**src/rtl/jtag_bsr_chain_if.sv**
```systemverilog
// TAP-side signal bundle for the boundary-scan register: DR strobes, instruction selects, serial data.
// With JTAG_BSR_INTEST_EN defined the bundle also carries intest_select_i.
interface jtag_bsr_chain_if;
  logic tdi_i;
  logic capture_dr_i;
  logic shift_dr_i;
  logic update_dr_i;
  logic extest_select_i;
  logic sample_preload_select_i;
`ifdef JTAG_BSR_INTEST_EN
  logic intest_select_i;
`endif
  logic bs_chain_tdo_o;

  // The TAP controller drives strobes and selects and receives the chain output.
  modport master (
    output tdi_i, capture_dr_i, shift_dr_i, update_dr_i,
    output extest_select_i, sample_preload_select_i,
`ifdef JTAG_BSR_INTEST_EN
    output intest_select_i,
`endif
    input  bs_chain_tdo_o
  );

  modport slave (
    input  tdi_i, capture_dr_i, shift_dr_i, update_dr_i,
    input  extest_select_i, sample_preload_select_i,
`ifdef JTAG_BSR_INTEST_EN
    input  intest_select_i,
`endif
    output bs_chain_tdo_o
  );
endinterface

```
**src/rtl/jtag_bsr_chain.sv**
```systemverilog
// Boundary-scan register between pads and core: capture/shift/update cells plus pad/core muxing.
// Optional INTEST support is enabled with the macro JTAG_BSR_INTEST_EN.
module jtag_bsr_chain #(
  parameter int N_IN  = 2,
  parameter int N_OUT = 2
) (
  input  logic              tck_pad_i,
  input  logic              trst_n_pad_i,
  jtag_bsr_chain_if.slave   tap,
  input  logic [N_IN-1:0]   pad_in_i,
  output logic [N_IN-1:0]   core_in_o,
  input  logic [N_OUT-1:0]  core_out_i,
  input  logic [N_OUT-1:0]  core_oe_i,
  output logic [N_OUT-1:0]  pad_out_o,
  output logic [N_OUT-1:0]  pad_oe_o
);

  localparam int L     = N_IN + 2 * N_OUT;
  localparam int OD_LO = N_IN;
  localparam int OE_LO = N_IN + N_OUT;

  logic [L-1:0] sr_q, sr_d;
  logic [L-1:0] ur_q, ur_d;
  logic         tdo_q;
  logic         sel;
  logic         drive_from_ur;

`ifdef JTAG_BSR_INTEST_EN
  assign sel           = tap.extest_select_i | tap.sample_preload_select_i | tap.intest_select_i;
  // EXTEST and INTEST both source pads and core from ur, so their relative priority is moot here.
  assign drive_from_ur = tap.extest_select_i | tap.intest_select_i;
`else
  assign sel           = tap.extest_select_i | tap.sample_preload_select_i;
  assign drive_from_ur = tap.extest_select_i;
`endif

  // Capture beats shift beats update when several strobes are high together.
  always_comb begin
    // NOTE: defaults first so every path assigns sr_d/ur_d and no latch is inferred.
    sr_d = sr_q;
    ur_d = ur_q;
    if (sel) begin
      if (tap.capture_dr_i) begin
        sr_d = {core_oe_i, core_out_i, pad_in_i};
      end else if (tap.shift_dr_i) begin
        sr_d = {tap.tdi_i, sr_q[L-1:1]};
      end else if (tap.update_dr_i) begin
        ur_d = sr_q;
      end
    end
  end

  always_ff @(posedge tck_pad_i or negedge trst_n_pad_i) begin
    if (!trst_n_pad_i) begin
      // NOTE: non-blocking assignments keep register updates order-independent across processes.
      sr_q <= '0;
      ur_q <= '0;
    end else begin
      sr_q <= sr_d;
      ur_q <= ur_d;
    end
  end

  // Launching TDO on the falling edge gives the TAP's combinational mux a half-cycle of margin.
  always_ff @(negedge tck_pad_i or negedge trst_n_pad_i) begin
    if (!trst_n_pad_i) begin
      tdo_q <= 1'b0;
    end else begin
      tdo_q <= sr_q[0];
    end
  end

  assign tap.bs_chain_tdo_o = tdo_q;

  // A cleared ur means EXTEST without PRELOAD leaves pads tristated and driving zero.
  always_comb begin
    if (drive_from_ur) begin
      pad_out_o = ur_q[OE_LO-1:OD_LO];
      pad_oe_o  = ur_q[L-1:OE_LO];
      core_in_o = ur_q[N_IN-1:0];
    end else begin
      pad_out_o = core_out_i;
      pad_oe_o  = core_oe_i;
      core_in_o = pad_in_i;
    end
  end

endmodule

```
**src/flat_wrapper.sv**
```systemverilog
// flat-port wrapper written by rule: the top's interface ports become plain ports
module jtag_bsr_chain_flat 
#(
  parameter int N_IN  = 2,
  parameter int N_OUT = 2
)
  (tck_pad_i, trst_n_pad_i, pad_in_i, core_in_o, core_out_i, core_oe_i, pad_out_o, pad_oe_o, tap_tdi_i, tap_capture_dr_i, tap_shift_dr_i, tap_update_dr_i, tap_extest_select_i, tap_sample_preload_select_i, tap_bs_chain_tdo_o);
  jtag_bsr_chain_if tap_i ();
  input  logic tck_pad_i;
  input  logic trst_n_pad_i;
  input  logic [N_IN-1:0] pad_in_i;
  output logic [N_IN-1:0] core_in_o;
  input  logic [N_OUT-1:0] core_out_i;
  input  logic [N_OUT-1:0] core_oe_i;
  output logic [N_OUT-1:0] pad_out_o;
  output logic [N_OUT-1:0] pad_oe_o;
  input wire logic [$bits(tap_i.tdi_i)-1:0] tap_tdi_i;
  input wire logic [$bits(tap_i.capture_dr_i)-1:0] tap_capture_dr_i;
  input wire logic [$bits(tap_i.shift_dr_i)-1:0] tap_shift_dr_i;
  input wire logic [$bits(tap_i.update_dr_i)-1:0] tap_update_dr_i;
  input wire logic [$bits(tap_i.extest_select_i)-1:0] tap_extest_select_i;
  input wire logic [$bits(tap_i.sample_preload_select_i)-1:0] tap_sample_preload_select_i;
  output wire logic [$bits(tap_i.bs_chain_tdo_o)-1:0] tap_bs_chain_tdo_o;
  assign tap_i.tdi_i = tap_tdi_i;
  assign tap_i.capture_dr_i = tap_capture_dr_i;
  assign tap_i.shift_dr_i = tap_shift_dr_i;
  assign tap_i.update_dr_i = tap_update_dr_i;
  assign tap_i.extest_select_i = tap_extest_select_i;
  assign tap_i.sample_preload_select_i = tap_sample_preload_select_i;
  assign tap_bs_chain_tdo_o = tap_i.bs_chain_tdo_o;
  jtag_bsr_chain #(.N_IN(N_IN), .N_OUT(N_OUT)) u_core (.tck_pad_i(tck_pad_i), .trst_n_pad_i(trst_n_pad_i), .tap(tap_i), .pad_in_i(pad_in_i), .core_in_o(core_in_o), .core_out_i(core_out_i), .core_oe_i(core_oe_i), .pad_out_o(pad_out_o), .pad_oe_o(pad_oe_o));
endmodule
```
**config.mk**
```make
export PLATFORM = sky130hd
export DESIGN_NAME = jtag_bsr_chain_flat
export DESIGN_NICKNAME = d
export VERILOG_FILES = /design/src/rtl/jtag_bsr_chain_if.sv /design/src/rtl/jtag_bsr_chain.sv /design/src/flat_wrapper.sv
export SDC_FILE = /design/constraint.sdc
export NUM_CORES = 1
export LEC_CHECK = 0
export BUFFER_PORTS_ARGS = -buffer_cell sky130_fd_sc_hd__buf_2
export CAP_MARGIN = 10
export CORE_MARGIN = 4
export CORE_UTILIZATION = 45
export CTS_CLUSTER_DIAMETER = 40
export DETAILED_ROUTE_END_ITERATION = 10
export HOLD_SLACK_MARGIN = 0.05
export PLACE_DENSITY = 0.83
export SYNTH_ARGS = -nofsm -noshare
export SYNTH_HDL_FRONTEND = slang
export SYNTH_SLANG_ARGS = --single-unit
```
**constraint.sdc**
```tcl
create_clock -name tck_pad_i -period 1 [get_ports tck_pad_i]
set_input_delay 0.05 -clock tck_pad_i [delete_from_list [all_inputs] [get_ports tck_pad_i]]
set_output_delay 0.05 -clock tck_pad_i [all_outputs]
set_load 0.02 [all_outputs]
```
Word level (Yosys, flattened, before mapping)

Index checks and enable logic that the tools add are counted.

Register bits: 13
Input port bits: 14
Output and inout bits: 7

Mux-type cells: 5
Bitwise operators: 3
Reduce and logical (&&, ||, !) cells: 3

Operators with widths:

| operator          | number |
|---|---|
| $mux 6            | 2 |
| $mux 2            | 3 |
| $reduce_and 4->1  | 1 |
| $not 1->1         | 2 |
| $reduce_and 2->1  | 1 |
| $reduce_bool 2->1 | 1 |
| $or 1x1->1        | 1 |

Logic depth before layout (Yosys ltp)

Gate-level depths: netlist of the first run.

Depth in word-level cells: 2
Depth in mapped cells: 5
Mapped depth without buffers: 3

==> impl_metrics.yaml, run 1 <==
logic_synthesis:
  synth_adder_area_share_pct: 0
  syn_area_per_cell_um2: 13.4
  syn_area_um2: 654
  synthTopCellsByCount: "12 x dfrtp_1, 12 x mux2_2, 6 x mux2i_1, 6 x nand2_1, 6 x o21ai_0"
  synthFlopType: "dfrtp_1"
  synth_top_cell_by_area: "dfrtp_1"
  synthDominantCellAreaShare_pct: 45.9
  yosys_warnings: 0
  synth_top_family_by_area: "multiplexers"
  synth_mux_area_share_pct: 29.8
  syn_inst: 49
  synthSimpleGateAreaFrac_pct: 6.50
  synth_fp_nets: 63
  synth_cell_types: 11
  synthArstFlopShare_pct: 100
  netlist_top_cells_area: "dfrtp_1 46%, mux2_2 21%, mux2i_1 9.2%, o21ai_0 4.6%, dfrtn_1 3.8%"
  synth_xor_area_share_pct: 0
  ys_seq_area_share_pct: 49.7
  synth_seq_cells: 13
  synth-compound-area-share_pct: 9.75
  synth_enable_flop_cells: 0
critical_path:
  r2r_setup_slack_ps: -30
  critPathLaunchType: "register"
  critPathBufInv: 1
  r2r-start: "u_core.sr_q[0]$_DFFE_PN0P_"
  path_delay_family: "flip-flops"
  cp.required_ps: 950
  cp_slowest_stage_delay_ps: 410
  cp.depth: 1
  worstPathCellList: "buf_6"
  crit_path_end_kind: "output pin"
  slowest_stage: "dfrtn_1"
  crit_end: "tap_bs_chain_tdo_o"
  startpoint: "u_core.tap.bs_chain_tdo_o$_DFF_NN0_"
  r2r_cells: 0
  worstPathArrival_ps: 1300
  critical_path_class: "register to output pin"
  path_max_fanout: 1
  worstReg2RegEnd: "u_core.tap.bs_chain_tdo_o$_DFF_NN0_"
floorplanning:
  fp.dieW_um: 46.1
  io_pins: 21
  die_h_um: 46.1
  die-area_um2: 2130
  coreArea_um2: 1330
  num_rows: 13
  initial_core_util_pct: 49.1
grt:
  grt_pass1_vias: 510
  use_met3_pct: 5.86
  grt_overflow: 0
  grt_max_degree: 13
  grt_pass1_wl_mm: 2.31
  globalRouteMet1Util_pct: 19.6
  grt_usage_pct: 15.8
  antenna_found_initial: 0
  met2_usage_pct: 26.1
  top_usage_layer: "met2"
final_layout:
  num_antenna_cells: 0
  stdcell_count: 94
  layout-drive-gt1-share_pct: 58.2
  fill_cells: 93
  final_nets: 94
  stdcell_area_um2: 908
  area_growth_pct: 38.8
place:
  hpwl_um: 986
  placement.io_buffers: 20
  routabilityCongestion: 0.699
  dpl-instance-area_um2: 791
  dp_cells: 87
  place_worst_setup_slack_ps: -64.2
power_and_ir_drop:
  seqPwrFrac_pct: 44.7
  finalPower_mw: 1.59
  switchingPower_mw: 0.466
  p_int_mw: 1.12
  switching_share_pct: 29.3
  p_clk_share_pct: 20.5
  peakVddDrop_uv: 978
  p_leak_nw: 0.462
  pwr_density_cell_nw_per_um2: 1750
  combPwrFrac_pct: 34.8
clock_tree:
  clk_pin_slew_ps: 80
  clock_path_buffers: 2
  cts_root_buf: "clkbuf_4"
  cts_tree: "yes"
  cts_num_sinks: 13
  cts_made_buffers: 3
  htreeDepth: 1
  clk-insertion-delay-late_ps: 280
routing:
  drtIter0Drc: 11
  drc: 0
  wl_per_cell_um: 14.8
  drtPass1Iterations: 3
  via_count: 483
  via_per_inst: 5.14
  drtAntennaViolNets: 0
  drt-total-wl_mm: 1.39
flow_run:
  maxCapViolations: 0
timing:
  fin_skew_ps: 7.06
  hold_viol_final: 0
  setup_slack_ps: -352
  maxSlewViolCount: 0
  hold_slack_ps: 76.3
  max_slew_margin_pct: 79.4
  finalSetupViolations: 8
  rsz0062_at_grt: "true"
  worst-slew-pin-transition_ps: 307
status:
  status: "finished with violations"
  violations: "negative setup slack"
min_path:
  hp-class: "primary input to register"
## how the worst min path moves through the flow
| stage | from | end | slack [ps] | cells after the start |
|---|---|---|---|---|
| floorplan | trst_n_pad_i | u_core.sr_q[0]$_DFFE_PN0P_ | -250 | 0 |
| global placement | trst_n_pad_i | u_core.ur_q[1]$_DFFE_PN0P_ | 20 | 2 |
| detailed placement | trst_n_pad_i | u_core.sr_q[0]$_DFFE_PN0P_ | 20 | 2 |
| CTS | core_oe_i[0] | u_core.sr_q[4]$_DFFE_PN0P_ | 80 | 3 |
| global route | pad_in_i[1] | u_core.sr_q[1]$_DFFE_PN0P_ | 90 | 3 |
| finish | core_oe_i[0] | u_core.sr_q[4]$_DFFE_PN0P_ | 80 | 3 |
## what timing repair did
item | 4_1_cts | 5_1_grt
buffers inserted | 1 | 1
setup endpoints to repair | 8 | 8
resized for setup | 20 | 0
endpoints found under the hold margin | 13 | 0
pin swaps | 0 | 0
hold buffers | 1 | 0
## layer usage
metal / part of all wire (%) / wire length [um] / up-vias
met3: 7.7 / 107 / 2
met4: 0.57 / 8 / 0
met1: 45 / 625 / 231
li1: - / - / 234
met5: 0 / 0 / -
met2: 47 / 651 / 16
## sequential cells by signal, indices dropped and copies added, names as in the netlist
signal and cells:
u_core.sr_q 6, u_core.ur_q 6, u_core.tap.bs_chain_tdo_o 1
## per-stage QoR
| step | TNS [ps] | util [%] |
|---|---|---|
| after floorplan | -45.2 | - |
| after global placement | -69.6 | 59.3 |
| after detailed placement | -82.8 | 59.3 |
| after CTS | -1030 | 67.5 |
| after global routing | -1320 | 68.1 |
| final | -1000 | 68.1 |
## area by class of cell
class	count	area, um2	area share [%]
well taps	15	18.8	2.07
flip-flops and latches	13	325	35.8
repair buffers	29	214	23.6
clock buffers	4	26.3	2.89
multi-input cells	33	324	35.7
## layout by cell type (no fill, tap or decap)
| cell type | instances |
|---|---|
| buf_2 | 13 |
| buf_4 | 8 |
| buf_6 | 7 |
| clkbuf_1 | 1 |
| clkbuf_4 | 3 |
| dfrtn_1 | 1 |
| dfrtp_1 | 12 |
| dlygate4sd3_1 | 1 |
| mux2_2 | 6 |
| mux2_4 | 6 |
| mux2i_1 | 6 |
| nand2_1 | 6 |
| nor2_8 | 1 |
| o211ai_4 | 1 |
| o21ai_0 | 6 |
| o22ai_2 | 1 |
## logic make-up (layout without fill, tap and decap cells)
group | Yosys count | in the layout
AO/OA/AOI/OAI | 8 | 8
buffers and inverters | 3 | 33
multiplexers | 18 | 18
AND/OR/NAND/NOR | 7 | 7
flip-flops | 13 | 13
## power by group through the flow
stage | sequential, mW | combinational, mW | clock [mW]
after floorplan | 0.704 | 0.266 | 0
after global placement | 0.704 | 0.397 | 0
after detailed placement | 0.712 | 0.410 | 0
after CTS | 0.706 | 0.540 | 0.337
after global routing | 0.726 | 0.602 | 0.367
final | 0.711 | 0.553 | 0.326
No activity file was read; power rests on OpenSTA's default activity.
==> run 2, diff against run 1 <==
--- a/config.mk
+++ b/config.mk
@@ -8,11 +8,11 @@
 export BUFFER_PORTS_ARGS = -buffer_cell sky130_fd_sc_hd__buf_2
 export CAP_MARGIN = 10
 export CORE_MARGIN = 4
-export CORE_UTILIZATION = 45
+export CORE_UTILIZATION = 47
 export CTS_CLUSTER_DIAMETER = 40
 export DETAILED_ROUTE_END_ITERATION = 10
 export HOLD_SLACK_MARGIN = 0.05
-export PLACE_DENSITY = 0.83
+export PLACE_DENSITY = 0.86
 export SYNTH_ARGS = -nofsm -noshare
 export SYNTH_HDL_FRONTEND = slang
 export SYNTH_SLANG_ARGS = --single-unit
==> run 2 against run 1 <==
Compared with the run above: the run still ends with negative setup slack left; power shrank 1.9%; sequential share of layout area is 0.60 points higher; cell area down 1.7%; largest cell class unchanged; die area is 3.5% lower; routed wire length up 4.3%; clock-buffer cell count did not move.
==> impl_metrics.yaml, run 2 (synthesis results as in run 1) <==
timing:
  hold_viol_final: 0
  hold_slack_ps: 65.3
  max_slew_margin_pct: 80.3
  worst-slew-pin-transition_ps: 293
  maxSlewViolCount: 0
  finalSetupViolations: 9
  rsz0062_at_grt: "true"
  fin_skew_ps: 5.93
  setup_slack_ps: -348
routing:
  via_count: 502
  drtAntennaViolNets: 0
  drt-total-wl_mm: 1.45
  drtPass1Iterations: 4
  via_per_inst: 5.46
  drc: 0
  drtIter0Drc: 5
  wl_per_cell_um: 15.8
critical_path:
  cp.required_ps: 950
  slowest_stage: "dfrtn_1"
  r2r_cells: 0
  cp_slowest_stage_delay_ps: 410
  worstPathArrival_ps: 1300
  worstReg2RegEnd: "u_core.tap.bs_chain_tdo_o$_DFF_NN0_"
  crit_end: "tap_bs_chain_tdo_o"
  cp.depth: 1
  crit_path_end_kind: "output pin"
  worstPathCellList: "buf_6"
  critical_path_class: "register to output pin"
  critPathLaunchType: "register"
  startpoint: "u_core.tap.bs_chain_tdo_o$_DFF_NN0_"
  critPathBufInv: 1
  r2r-start: "u_core.sr_q[0]$_DFFE_PN0P_"
  path_delay_family: "flip-flops"
  r2r_setup_slack_ps: -30
  path_max_fanout: 1
power_and_ir_drop:
  pwr_density_cell_nw_per_um2: 1750
  p_leak_nw: 0.452
  finalPower_mw: 1.56
  peakVddDrop_uv: 1230
clock_tree:
  clk_pin_slew_ps: 70
  cts_root_buf: "clkbuf_4"
  cts_made_buffers: 3
  clk-insertion-delay-late_ps: 280
  cts_num_sinks: 13
  clock_path_buffers: 2
  cts_tree: "yes"
  htreeDepth: 1
grt:
  grt_pass1_vias: 501
  grt_overflow: 0
  grt_pass1_wl_mm: 2.26
  grt_usage_pct: 16.4
  antenna_found_initial: 0
  grt_max_degree: 13
place:
  placement.io_buffers: 20
  dp_cells: 85
  routabilityCongestion: 0.723
  dpl-instance-area_um2: 776
flow_run:
  maxCapViolations: 0
status:
  violations: "negative setup slack"
  status: "finished with violations"
final_layout:
  fill_cells: 103
  num_antenna_cells: 0
  stdcell_count: 92
  layout-drive-gt1-share_pct: 57.1
  fin_util_pct: 68.7
  final_cell_mix: "13 x buf_2, 12 x dfrtp_1, 7 x buf_6"
  layout_commonest_cell: "buf_2"
  area_growth_pct: 36.5
  final_nets: 92
  stdcell_area_um2: 893
floorplanning:
  fp.dieW_um: 45.3
  die_h_um: 45.3
  coreArea_um2: 1300
  num_rows: 13
  die-area_um2: 2050
  initial_core_util_pct: 50.3
  io_pins: 21
min_path:
  hp-class: "primary input to register"
  worstHoldStart: "tap_tdi_i"
==> run 2: cell types whose count changed in the layout (fill, tap and decap cells not counted), sizes merged <==
| cell | before | now |
|---|---|---|
| buf | 28 | 26 |
==> run 2: stage by stage <==
| stage | setup TNS, ps | worst slack, ps |
|---|---|---|
| 2_1_floorplan | -45.2 | -22.7 |
| 3_3_place_gp | -90.4 | -62.9 |
| 3_5_place_dp | -105 | -70.8 |
| 4_1_cts | -1040 | -360 |
| 5_1_grt | -1250 | -376 |
| 6_report | -993 | -348 |
==> run 2: worst min path at each step <==
stage / endpoint / slack [ps] / depth (start not counted)
2_1_floorplan: u_core.sr_q[0]$_DFFE_PN0P_ / -250 / 0
3_3_place_gp: u_core.ur_q[0]$_DFFE_PN0P_ / 20 / 2
3_5_place_dp: u_core.ur_q[0]$_DFFE_PN0P_ / 20 / 2
4_1_cts: u_core.sr_q[5]$_DFFE_PN0P_ / 60 / 3
5_1_grt: u_core.sr_q[5]$_DFFE_PN0P_ / 90 / 3
6_report: u_core.sr_q[5]$_DFFE_PN0P_ / 70 / 3
==> run 2: metal layers <==
layer / global-route usage (%) / vias to the layer above / share of wire, %
li1: - / 231 / -
met1: 18.1 / 254 / 41
met2: 27.1 / 13 / 52
met3: 3.98 / 4 / 4.2
met4: 12.3 / 0 / 2.8
met5: 0 / - / 0
==> run 2: timing repair <==
item,CTS,global route
hold buffers,1,0
endpoints found under the setup margin,8,8
resized for setup,20,0
hold endpoints to repair,13,0
setup buffers,1,1
==> run 2: power by group <==
group | leakage, nW | switching [mW] | internal (mW) | total [mW]
clock network | 0.0150 | 0.163 | 0.155 | 0.318
logic | 0.277 | 0.225 | 0.304 | 0.530
registers | 0.161 | 0.0697 | 0.643 | 0.713
==> run 2: area by class of cell <==
cell class / count / area, um2 / share of cell area (%)
sequential: 13 / 325 / 36.4
multi-input combinational: 33 / 324 / 36.3
timing repair buffer: 27 / 199 / 22.3
clock buffer: 4 / 26.3 / 2.94
tap: 15 / 18.8 / 2.10
==> run 2: worst min-delay path, cell delays in order <==
cell	delay [ps]
buf_2	70
mux2i_1	50
o21ai_0	130
==> run 3, diff against run 2 <==
--- a/config.mk
+++ b/config.mk
@@ -5,14 +5,15 @@
 export SDC_FILE = /design/constraint.sdc
 export NUM_CORES = 1
 export LEC_CHECK = 0
-export BUFFER_PORTS_ARGS = -buffer_cell sky130_fd_sc_hd__buf_2
+export ABC_AREA = 1
 export CAP_MARGIN = 10
-export CORE_MARGIN = 4
-export CORE_UTILIZATION = 47
+export CORE_AREA = 4 4 41 43
 export CTS_CLUSTER_DIAMETER = 40
 export DETAILED_ROUTE_END_ITERATION = 10
+export DIE_AREA = 0 0 45 47
+export DONT_BUFFER_PORTS = 1
 export HOLD_SLACK_MARGIN = 0.05
-export PLACE_DENSITY = 0.86
+export PLACE_DENSITY = 0.8
 export SYNTH_ARGS = -nofsm -noshare
 export SYNTH_HDL_FRONTEND = slang
 export SYNTH_SLANG_ARGS = --single-unit
==> run 3 against run 2 <==
Compared with the run above: clock-buffer cell count did not move; critical endpoint unchanged; largest cell class is now multi-input gates; combinational power fell by 41%; largest power group unchanged; highest routed layer unchanged; sequential cell count did not move; the run ends with negative hold slack, negative setup slack left; worst setup slack improved by 15 ps; die area rose by 3.0%; hold slack got worse by 240 ps; global-route usage rose by 0.77 points.
==> impl_metrics.yaml, run 3 <==
clock_tree:
  cts_tree: "yes"
  clk-insertion-delay-late_ps: 280
  clock_path_buffers: 2
  cts_root_buf: "clkbuf_4"
  clk_pin_slew_ps: 80
  htreeDepth: 1
  cts_num_sinks: 13
  cts_made_buffers: 3
  cts_hold_buf: 11
floorplanning:
  die_h_um: 47
  die-area_um2: 2120
  num_rows: 13
  fp.dieW_um: 45
  initial_core_util_pct: 54.9
  coreArea_um2: 1300
  io_pins: 21
critical_path:
  r2r-start: "u_core.sr_q[0]$_DFFE_PN0P_"
  path_max_fanout: 1
  cp.required_ps: 950
  worstPathArrival_ps: 1280
  crit_path_end_kind: "output pin"
  startpoint: "u_core.tap.bs_chain_tdo_o$_DFF_NN0_"
  critPathLaunchType: "register"
  critical_path_class: "register to output pin"
routing:
  wl_per_cell_um: 12.8
  drtIter0Drc: 19
  drtAntennaViolNets: 0
  via_count: 642
  via_per_inst: 5.14
  drc: 0
  drt-total-wl_mm: 1.60
  drtPass1Iterations: 4
logic_synthesis:
  ys_seq_area_share_pct: 45.5
  synth_cell_types: 14
  syn_inst: 95
  yosys_warnings: 0
  syn_area_um2: 714
  synth_fp_nets: 109
  synthDominantCellAreaShare_pct: 42.0
  synth_enable_flop_cells: 0
  synth.most_common_cell: "nand2_1"
  synth_top_cell_by_area: "dfrtp_1"
  synthFlopType: "dfrtp_1"
  netlist_top_cells_area: "dfrtp_1 42%, nand2_1 28%, nand4_1 5.3%, inv_1 3.7%, dfrtn_1 3.5%"
  synthTopCellsByCount: "54 x nand2_1, 12 x dfrtp_1, 7 x inv_1"
  synthArstFlopShare_pct: 100
  synth_seq_cells: 13
  syn_area_per_cell_um2: 7.52
status:
  violations: "negative hold slack, negative setup slack"
  status: "finished with violations"
timing:
  hold_slack_ps: -175
  setup_slack_ps: -333
  maxSlewViolCount: 0
  worst-slew-pin-transition_ps: 576
  max_slew_margin_pct: 61.6
  finalSetupViolations: 2
  rsz0062_at_grt: "true"
  hold_viol_final: 12
  fin_skew_ps: 4.61
  tns_ps: -356
final_layout:
  final_cell_mix: "54 x nand2_1, 12 x dfrtp_1, 8 x dlygate4sd3_1"
  fin_util_pct: 67.1
  fill_cells: 103
  num_antenna_cells: 0
  layout_commonest_cell: "nand2_1"
  layout-drive-gt1-share_pct: 10.9
  area_growth_pct: 22.2
  final_nets: 125
power_and_ir_drop:
  pwr_density_cell_nw_per_um2: 1510
  peakVddDrop_uv: 901
  p_leak_nw: 0.491
grt:
  grt_usage_pct: 17.2
  antenna_found_initial: 0
  grt_max_degree: 15
  grt_pass1_wl_mm: 2.50
  grt_pass1_vias: 573
  grt_overflow: 0
flow_run:
  maxCapViolations: 0
min_path:
  hp-class: "primary input to async pin"
place:
  routabilityCongestion: 0.762
  placement.io_buffers: 0
  hpwl_mm: 1.11
## run 3: layout make-up
cell class	count	area, um2	share of cell area [%]
Clock buffer	4	26.3	3.01
Inverter	8	32.5	3.72
Multi-Input combinational cell	72	338	38.7
Sequential cell	13	325	37.2
Tap cell	15	18.8	2.15
Timing Repair Buffer	13	133	15.2
## run 3: per-stage QoR
step,setup WS [ps],instances,cell area [um2],total power [mW],hold WS (ps)
final,-333,125,873,1.32,-175
after global routing,-350,125,873,1.40,-133
after CTS,-338,124,858,1.32,89.8
after detailed placement,-33.6,109,722,0.937,-245
after global placement,-33.2,109,722,0.923,-245
after floorplan,-25.2,95,714,0.897,-246
## run 3: cell families (layout without fill, tap and decap cells)
group | after synthesis | count (layout) | share of synthesized area, %
compound gates | 7 | 7 | 5.95
flops | 13 | 13 | 45.5
buf+inv | 10 | 25 | 7.18
simple gates | 65 | 65 | 41.3
## run 3: path summary, 6_finish.rpt
path,endpoint,depth (start not counted),slack [ps]
hold / removal,u_core.ur_q[0]$_DFFE_PN0P_,1,-180
max in group asynchronous,u_core.tap.bs_chain_tdo_o$_DFF_NN0_,1,390
hold reg to reg,u_core.ur_q[3]$_DFFE_PN0P_,2,480
min in group tck_pad_i,u_core.ur_q[0]$_DFFE_PN0P_,4,100
setup / recovery,tap_bs_chain_tdo_o,0,-330
setup reg to reg,u_core.tap.bs_chain_tdo_o$_DFF_NN0_,0,-20
## run 3: metal layers
| layer | wire [um] | global-route usage, % |
|---|---|---|
| met4 | 33 | 11.1 |
| met3 | 94 | 4.98 |
| met5 | 0 | 0 |
| met2 | 809 | 27.7 |
| met1 | 663 | 20.1 |
## run 3: repair_timing
action	4_1_cts	5_1_grt
pin swaps	0	1
gates resized for setup	0	3
hold endpoints to repair	25	12
setup buffers	0	1
endpoints found under the setup margin	2	15
## run 3: power breakdown
group          internal, mW  switching [mW]  leakage, nW
Clock                 0.155           0.171       0.0150
Combinational         0.117           0.195        0.311
Sequential            0.617          0.0640        0.165
Total                 0.889           0.430        0.491
